`src/rtl/timer_bank.sv`:
```
// timer_bank: multi-channel programmable interval timer.
// A shared prescaler divides clk down to a TICK_HZ base strobe. Each channel
// counts base strobes up to its own period, in periodic or one-shot mode, and
// raises a one-cycle tick plus a sticky irq when the period expires.
module timer_bank #(
    parameter int FREQUENCY = 100_000_000,
    parameter int TICK_HZ   = 1_000,
    parameter int NUM_CH    = 4,
    parameter int CNT_W     = 32,
    localparam int CH_W     = (NUM_CH > 1) ? $clog2(NUM_CH) : 1
) (
    input  logic                    clk,
    input  logic                    rst_i,
    input  logic                    enable,
    input  logic                    cfg_we,
    input  logic [CH_W-1:0]         cfg_ch,
    input  logic [CNT_W-1:0]        cfg_period,
    input  logic                    cfg_mode,
    input  logic [NUM_CH-1:0]       start,
    input  logic [NUM_CH-1:0]       stop,
    input  logic [NUM_CH-1:0]       irq_clr,
    output logic [NUM_CH-1:0]       tick,
    output logic [NUM_CH-1:0]       irq,
    output logic [NUM_CH-1:0]       running,
    output logic [NUM_CH*CNT_W-1:0] count
);

    localparam int PRESCALE = FREQUENCY / TICK_HZ;
    localparam int PRE_W    = (PRESCALE > 1) ? $clog2(PRESCALE) : 1;
    localparam logic [PRE_W-1:0] PRE_LAST = PRE_W'(PRESCALE - 1);

    typedef enum logic {
        IDLE = 1'b0,
        RUN  = 1'b1
    } state_t;

    logic [PRE_W-1:0] pre_cnt;
    logic             strobe;

    // Shared prescaler: free-runs while enabled, wraps at PRESCALE-1.
    always_ff @(posedge clk or posedge rst_i) begin
        if (rst_i) begin
            pre_cnt <= '0;
        end else if (enable) begin
            if (pre_cnt == PRE_LAST) pre_cnt <= '0;
            else                     pre_cnt <= pre_cnt + PRE_W'(1);
        end
    end

    // Base strobe: last prescaler count of an enabled cycle (every cycle when PRESCALE==1).
    assign strobe = enable && (pre_cnt == PRE_LAST);

    for (genvar i = 0; i < NUM_CH; i++) begin : g_ch
        logic [CNT_W-1:0] shd_period;
        logic             shd_mode;
        logic [CNT_W-1:0] act_period_q, act_period_d;
        logic             act_mode_q, act_mode_d;
        logic [CNT_W-1:0] cnt_q, cnt_d;
        state_t           state_q, state_d;
        logic             expire;
        logic             tick_q;
        logic             irq_q;

        // Shadow config; a channel select with no matching channel writes nothing.
        always_ff @(posedge clk or posedge rst_i) begin
            if (rst_i) begin
                shd_period <= '0;
                shd_mode   <= 1'b0;
            end else if (cfg_we && (cfg_ch == CH_W'(i))) begin
                shd_period <= cfg_period;
                shd_mode   <= cfg_mode;
            end
        end

        // Channel state, active config and counter registers.
        always_ff @(posedge clk or posedge rst_i) begin
            if (rst_i) begin
                state_q      <= IDLE;
                act_period_q <= '0;
                act_mode_q   <= 1'b0;
                cnt_q        <= '0;
            end else begin
                state_q      <= state_d;
                act_period_q <= act_period_d;
                act_mode_q   <= act_mode_d;
                cnt_q        <= cnt_d;
            end
        end

        // Next-state logic with priority stop > start > strobe.
        always_comb begin
            state_d      = state_q;
            act_period_d = act_period_q;
            act_mode_d   = act_mode_q;
            cnt_d        = cnt_q;
            expire       = 1'b0;
            if (stop[i]) begin
                state_d = IDLE;
            end else if (start[i] && (shd_period != '0)) begin
                act_period_d = shd_period;
                act_mode_d   = shd_mode;
                cnt_d        = '0;
                state_d      = RUN;
            end else if ((state_q == RUN) && strobe) begin
                if (cnt_q == act_period_q - CNT_W'(1)) begin
                    cnt_d  = '0;
                    expire = 1'b1;
                    if (act_mode_q) begin
                        state_d = IDLE;
                    end else if (shd_period != '0) begin
                        // A zero shadow period would never expire, so the
                        // previous active config is kept in that case.
                        act_period_d = shd_period;
                        act_mode_d   = shd_mode;
                    end
                end else begin
                    cnt_d = cnt_q + CNT_W'(1);
                end
            end
        end

        // Registered tick pulse and sticky irq (set wins over clear).
        always_ff @(posedge clk or posedge rst_i) begin
            if (rst_i) begin
                tick_q <= 1'b0;
                irq_q  <= 1'b0;
            end else begin
                tick_q <= expire;
                irq_q  <= expire | (irq_q & ~irq_clr[i]);
            end
        end

        assign tick[i]                    = tick_q;
        assign irq[i]                     = irq_q;
        assign running[i]                 = (state_q == RUN);
        assign count[i*CNT_W +: CNT_W]    = cnt_q;
    end

endmodule
```
`config.mk`:
```
export PLATFORM = sky130hd
export DESIGN_NAME = timer_bank
export DESIGN_NICKNAME = d
export VERILOG_FILES = /design/src/rtl/timer_bank.sv
export SDC_FILE = /design/constraint.sdc
export NUM_CORES = 1
export LEC_CHECK = 0
export BUFFER_PORTS_ARGS = -buffer_cell sky130_fd_sc_hd__buf_2
export CORE_MARGIN = 4
export CORE_UTILIZATION = 55
export CTS_BUF_LIST = sky130_fd_sc_hd__clkbuf_16
export CTS_CLUSTER_SIZE = 25
export DETAILED_ROUTE_END_ITERATION = 10
export GPL_ROUTABILITY_DRIVEN = 0
export PLACE_DENSITY = 0.74
export REMOVE_ABC_BUFFERS = 1
export SLEW_MARGIN = 20
export SYNTH_ARGS = -nofsm -noshare
export SYNTH_HDL_FRONTEND = slang
export SYNTH_SLANG_ARGS = --single-unit
```
`constraint.sdc`:
```
create_clock -name clk -period 21.5 [get_ports clk]
set_input_delay 2.15 -clock clk [delete_from_list [all_inputs] [get_ports clk]]
set_output_delay 2.15 -clock clk [all_outputs]
set_load 0.005 [all_outputs]
```
==> impl_summary.md <==
Power
The static leakage is between 10 and 15 nW. The total power density per cell area is 92.2 mW/mm². The worst-case vdd ir drop is 58.2 µV. The total power of the final layout is 2.36 mW.

Floorplanning
The x dimension of the die is approximately 210 µm. The number of placed I/O pins is roughly 190. The overall die area is 0.0448 mm². The site row count is 74. The overall die height is around 210 µm. The core footprint is 0.0409 mm². The initial utilization of the core area, before any placement, comes to 55.8%.

Place
The estimated wirelength of the detail-placed design is ~44000 µm. The number of cells in the design after placement is 2805. The cell area after placement is 0.0242 mm².

The worst setup timing slack at the placement stage is 16640 ps. The number of I/O port buffers is 190.

Cells and area
In the layout the commonest cells are dfrtp_1 (421), mux2_2 (236), nor2_1 (213). The area of all placed cells without fillers is 0.0256 mm². The share of post-route cells with drive strength above 1 is 24.6%. For this run, the number of standard cells in the final layout without fillers is 2884. The number of nets in the final layout is 2379. The library cell used most frequently in the layout, excluding fill and tap cells, is dfrtp_1. The core utilization of the finished layout is 62.5%.

The area growth from synthesis to layout is 12.1%.

Worst setup path
Data on the critical path arrives at its endpoint at 5230 ps. The type of destination of the critical path is a register. The cell with the largest stage delay on the worst path is or4b_2. The largest fanout of any net on the critical path is 31. For the worst setup path, the data required time is 21920 ps. In this design, the stage delay of the slowest critical-path cell is 720 ps.

By startpoint and endpoint, the worst setup path is classified as reg2reg. The startpoint type of the worst setup path is a register. The critical path goes through inv_1 -> ha_1 -> or4b_2 -> nor4_2 -> nand2_1 -> o41ai_1 -> nor4bb_1 -> nand4_1 -> or4_1 -> a21oi_2 -> buf_4 -> nor2_1.

Logic synthesis
The top cell type's share of synthesized area is ~46%. The post-synthesis instance area is approximately 0.023 mm². The flip-flop and latch count after synthesis is 421.

The biggest area contributor in the post-synthesis netlist is dfrtp_1. In this run, distinct cell masters in the synthesized netlist total 85. Dividing the synthesized area by the synthesized cell count gives 10.6 µm². After technology mapping, the gate count stands at 2154.

Yosys mapped a number of flops with a built-in enable equal to 0. The async set or reset register ratio after synthesis is 100%. The most used flip-flop cell after synthesis is dfrtp_1.

The proportion of synthesized chip area in sequential cells is 46.1%. The number of warnings printed during yosys synthesis is 0. Ranked by total cell area, the synthesized netlist is headed by dfrtp_1 (46%), mux2_2 (12%), xor2_1 (5.8%), xnor2_1 (4.6%), nor2_1 (3.5%).

STA
The final cycle utilization of the critical path is between 20 and 25%. The number of slew-limit violations in the final report was 0. The count of final hold-check violations was 0. For the pin with the worst max-slew slack, the measured transition is about 1100 ps. Derived from the worst setup path, the maximum achievable clock frequency is 208 MHz. The final-layout setup total negative slack is 0 ps. Setup repair after global routing left no endpoint under its margin. The setup skew after layout is between 10 and 15 ps. Hold timing on the final database bottoms out at a slack of 475 ps. After layout, the worst setup slack is 16690 ps.

The shortest clock period the worst path allows after layout is just under 5000 ps. Setup violations remaining at the end of the flow were counted as 0. The worst slew margin relative to its limit is 24.6%.

Clocking
The number of gates resized after CTS was 0. The clock buffer count from CTS is 44. The number of setup buffers added after CTS is 0.

The hold buffer count at CTS is 0. The maximum clock path buffer count is 3. CTS built an H-tree with a depth of 2. The number of clock sinks seen by CTS is 421. The insertion delay to the later sink of the worst-skew pair is 560 ps. The master cell of the clock root buffer is clkbuf_16.

TritonCTS built the clock tree. After clock tree synthesis, the clock-pin slew on the worst setup and hold paths is about 60 ps.

Routing
The first detailed-routing pass ran for 6 iterations. Dividing the detail-routed via count by the number of cells gives 6.17. For this run, design rule violations remaining after detail routing come to 0. The post-detailed-route count of antenna-violating nets is 0. Wires add up to 59300 µm. The final route contains 17800 vias. After detailed routing, the average wire length per cell comes to around 21 µm.

The number of violations reported at the end of detailed-routing iteration 0 is 1508.

GRT
The total overflow reported by the global router is 0. Global routing used between 20% and 30% of the available tracks. The largest net degree at the start of global routing is 165. The via count of the first global-routing pass was 17100. The global-route wire length before repair is 93800 µm. The initial antenna violation count is 0.

Outcome
The run finished with clean final reports.

Run
The max-cap check violation count is 0.

Hold path
The path class of the tightest hold or removal check is reg2reg.
## worst paths after layout
check / to / cells after the start / slack, ps / startpoint
max: g_ch[1].cnt_q[7]$_DFFE_PP0P_ / 12 / 16690 / g_ch[1].act_period_q[0]$_DFFE_PP0P_
min: g_ch[3].irq_q$_DFF_PP0_ / 1 / 470 / g_ch[3].irq_q$_DFF_PP0_
max reg2reg: g_ch[1].cnt_q[7]$_DFFE_PP0P_ / 12 / 16690 / g_ch[1].act_period_q[0]$_DFFE_PP0P_
min reg2reg: g_ch[3].irq_q$_DFF_PP0_ / 1 / 470 / g_ch[3].irq_q$_DFF_PP0_
max in group asynchronous: g_ch[1].shd_period[16]$_DFFE_PP0P_ / 4 / 17510 / rst_i
min in group asynchronous: g_ch[2].cnt_q[27]$_DFFE_PP0P_ / 2 / 1680 / rst_i
## final cells by class
| cell class | instances | area (µm²) |
|---|---|---|
| Sequential cell | 421 | 10500 |
| Antenna cell | 2 | 5.00 |
| Fill cell | 3275 | 15300 |
| Clock inverter | 32 | 260 |
| Multi-Input combinational cell | 1600 | 11700 |
| Tap cell | 532 | 666 |
| Inverter | 45 | 176 |
| Clock buffer | 45 | 1130 |
| Timing Repair Buffer | 207 | 1090 |
## cell usage after synthesis, types with 8 or more instances
| cell type | instances |
|---|---|
| clkbuf_1 | 59 |
| buf_2 | 11 |
| nor3b_1 | 8 |
| mux2_2 | 236 |
| nor4_1 | 78 |
| a21oi_1 | 25 |
| o41ai_1 | 8 |
| nor2_1 | 213 |
| dfrtp_1 | 421 |
| nand4b_1 | 11 |
| nand2_1 | 105 |
| o211ai_1 | 8 |
| nand4_1 | 73 |
| nand3_1 | 89 |
| and3_1 | 42 |
| ha_1 | 9 |
| o31ai_1 | 15 |
| inv_1 | 45 |
| o21ai_0 | 36 |
| xor2_1 | 152 |
| nor2b_1 | 13 |
| a31oi_1 | 11 |
| nand3b_1 | 15 |
| or4_1 | 22 |
| nor4b_1 | 11 |
| mux2i_1 | 15 |
| xnor2_1 | 121 |
| or3_1 | 23 |
| nand2b_1 | 17 |
| mux2_4 | 30 |
| buf_4 | 12 |
| and2_1 | 12 |
| or2_2 | 11 |
| and4_1 | 12 |
| nor3_1 | 62 |
| a21o_1 | 9 |
## cell families after synthesis
group | synth area share, %
and+or+nand+nor | 20.2
DFF | 46.1
muxes | 14.3
xor gates and xnor gates | 10.6
AOI/OAI and AO/OA | 5.73
buffers and inverters | 2.55
adders and majority gates | 0.493
## power by group
| part | internal, mW | total [mW] | switching [mW] |
|---|---|---|---|
| clock | 0.428 | 0.746 | 0.318 |
| combinational | 0.258 | 0.504 | 0.246 |
| sequential | 0.922 | 1.11 | 0.187 |
| total | 1.61 | 2.36 | 0.751 |
## routing by layer
layer  wire length, µm  up-vias  part of all wire, %  global-route usage (%)
met2             27200      633                   46                    41.0
met1             26100     8883                   44                    36.7
met4              2140        0                  3.6                    9.40
met5                 0        -                    0                       0
met3              3780      129                  6.4                    4.12
li1                  -     8158                    -                       -
## sequential cells by signal (all words and copies together), names as in the netlist
signal / count
g_ch.act_mode_q: 4
g_ch.state_q: 4
g_ch.act_period_q: 128
g_ch.cnt_q: 128
pre_cnt: 17
g_ch.shd_mode: 4
g_ch.irq_q: 4
g_ch.tick_q: 4
g_ch.shd_period: 128
## worst max-delay path: cells and delay by family (launching register included)
kind | cells | cell delay, ps
AOI/OAI and AO/OA | 2 | 870
adders and majority gates | 1 | 240
buffers and inverters | 2 | 400
DFF | 1 | 440
and+or+nand+nor | 7 | 2690
Power figures use the tool's default switching activity.
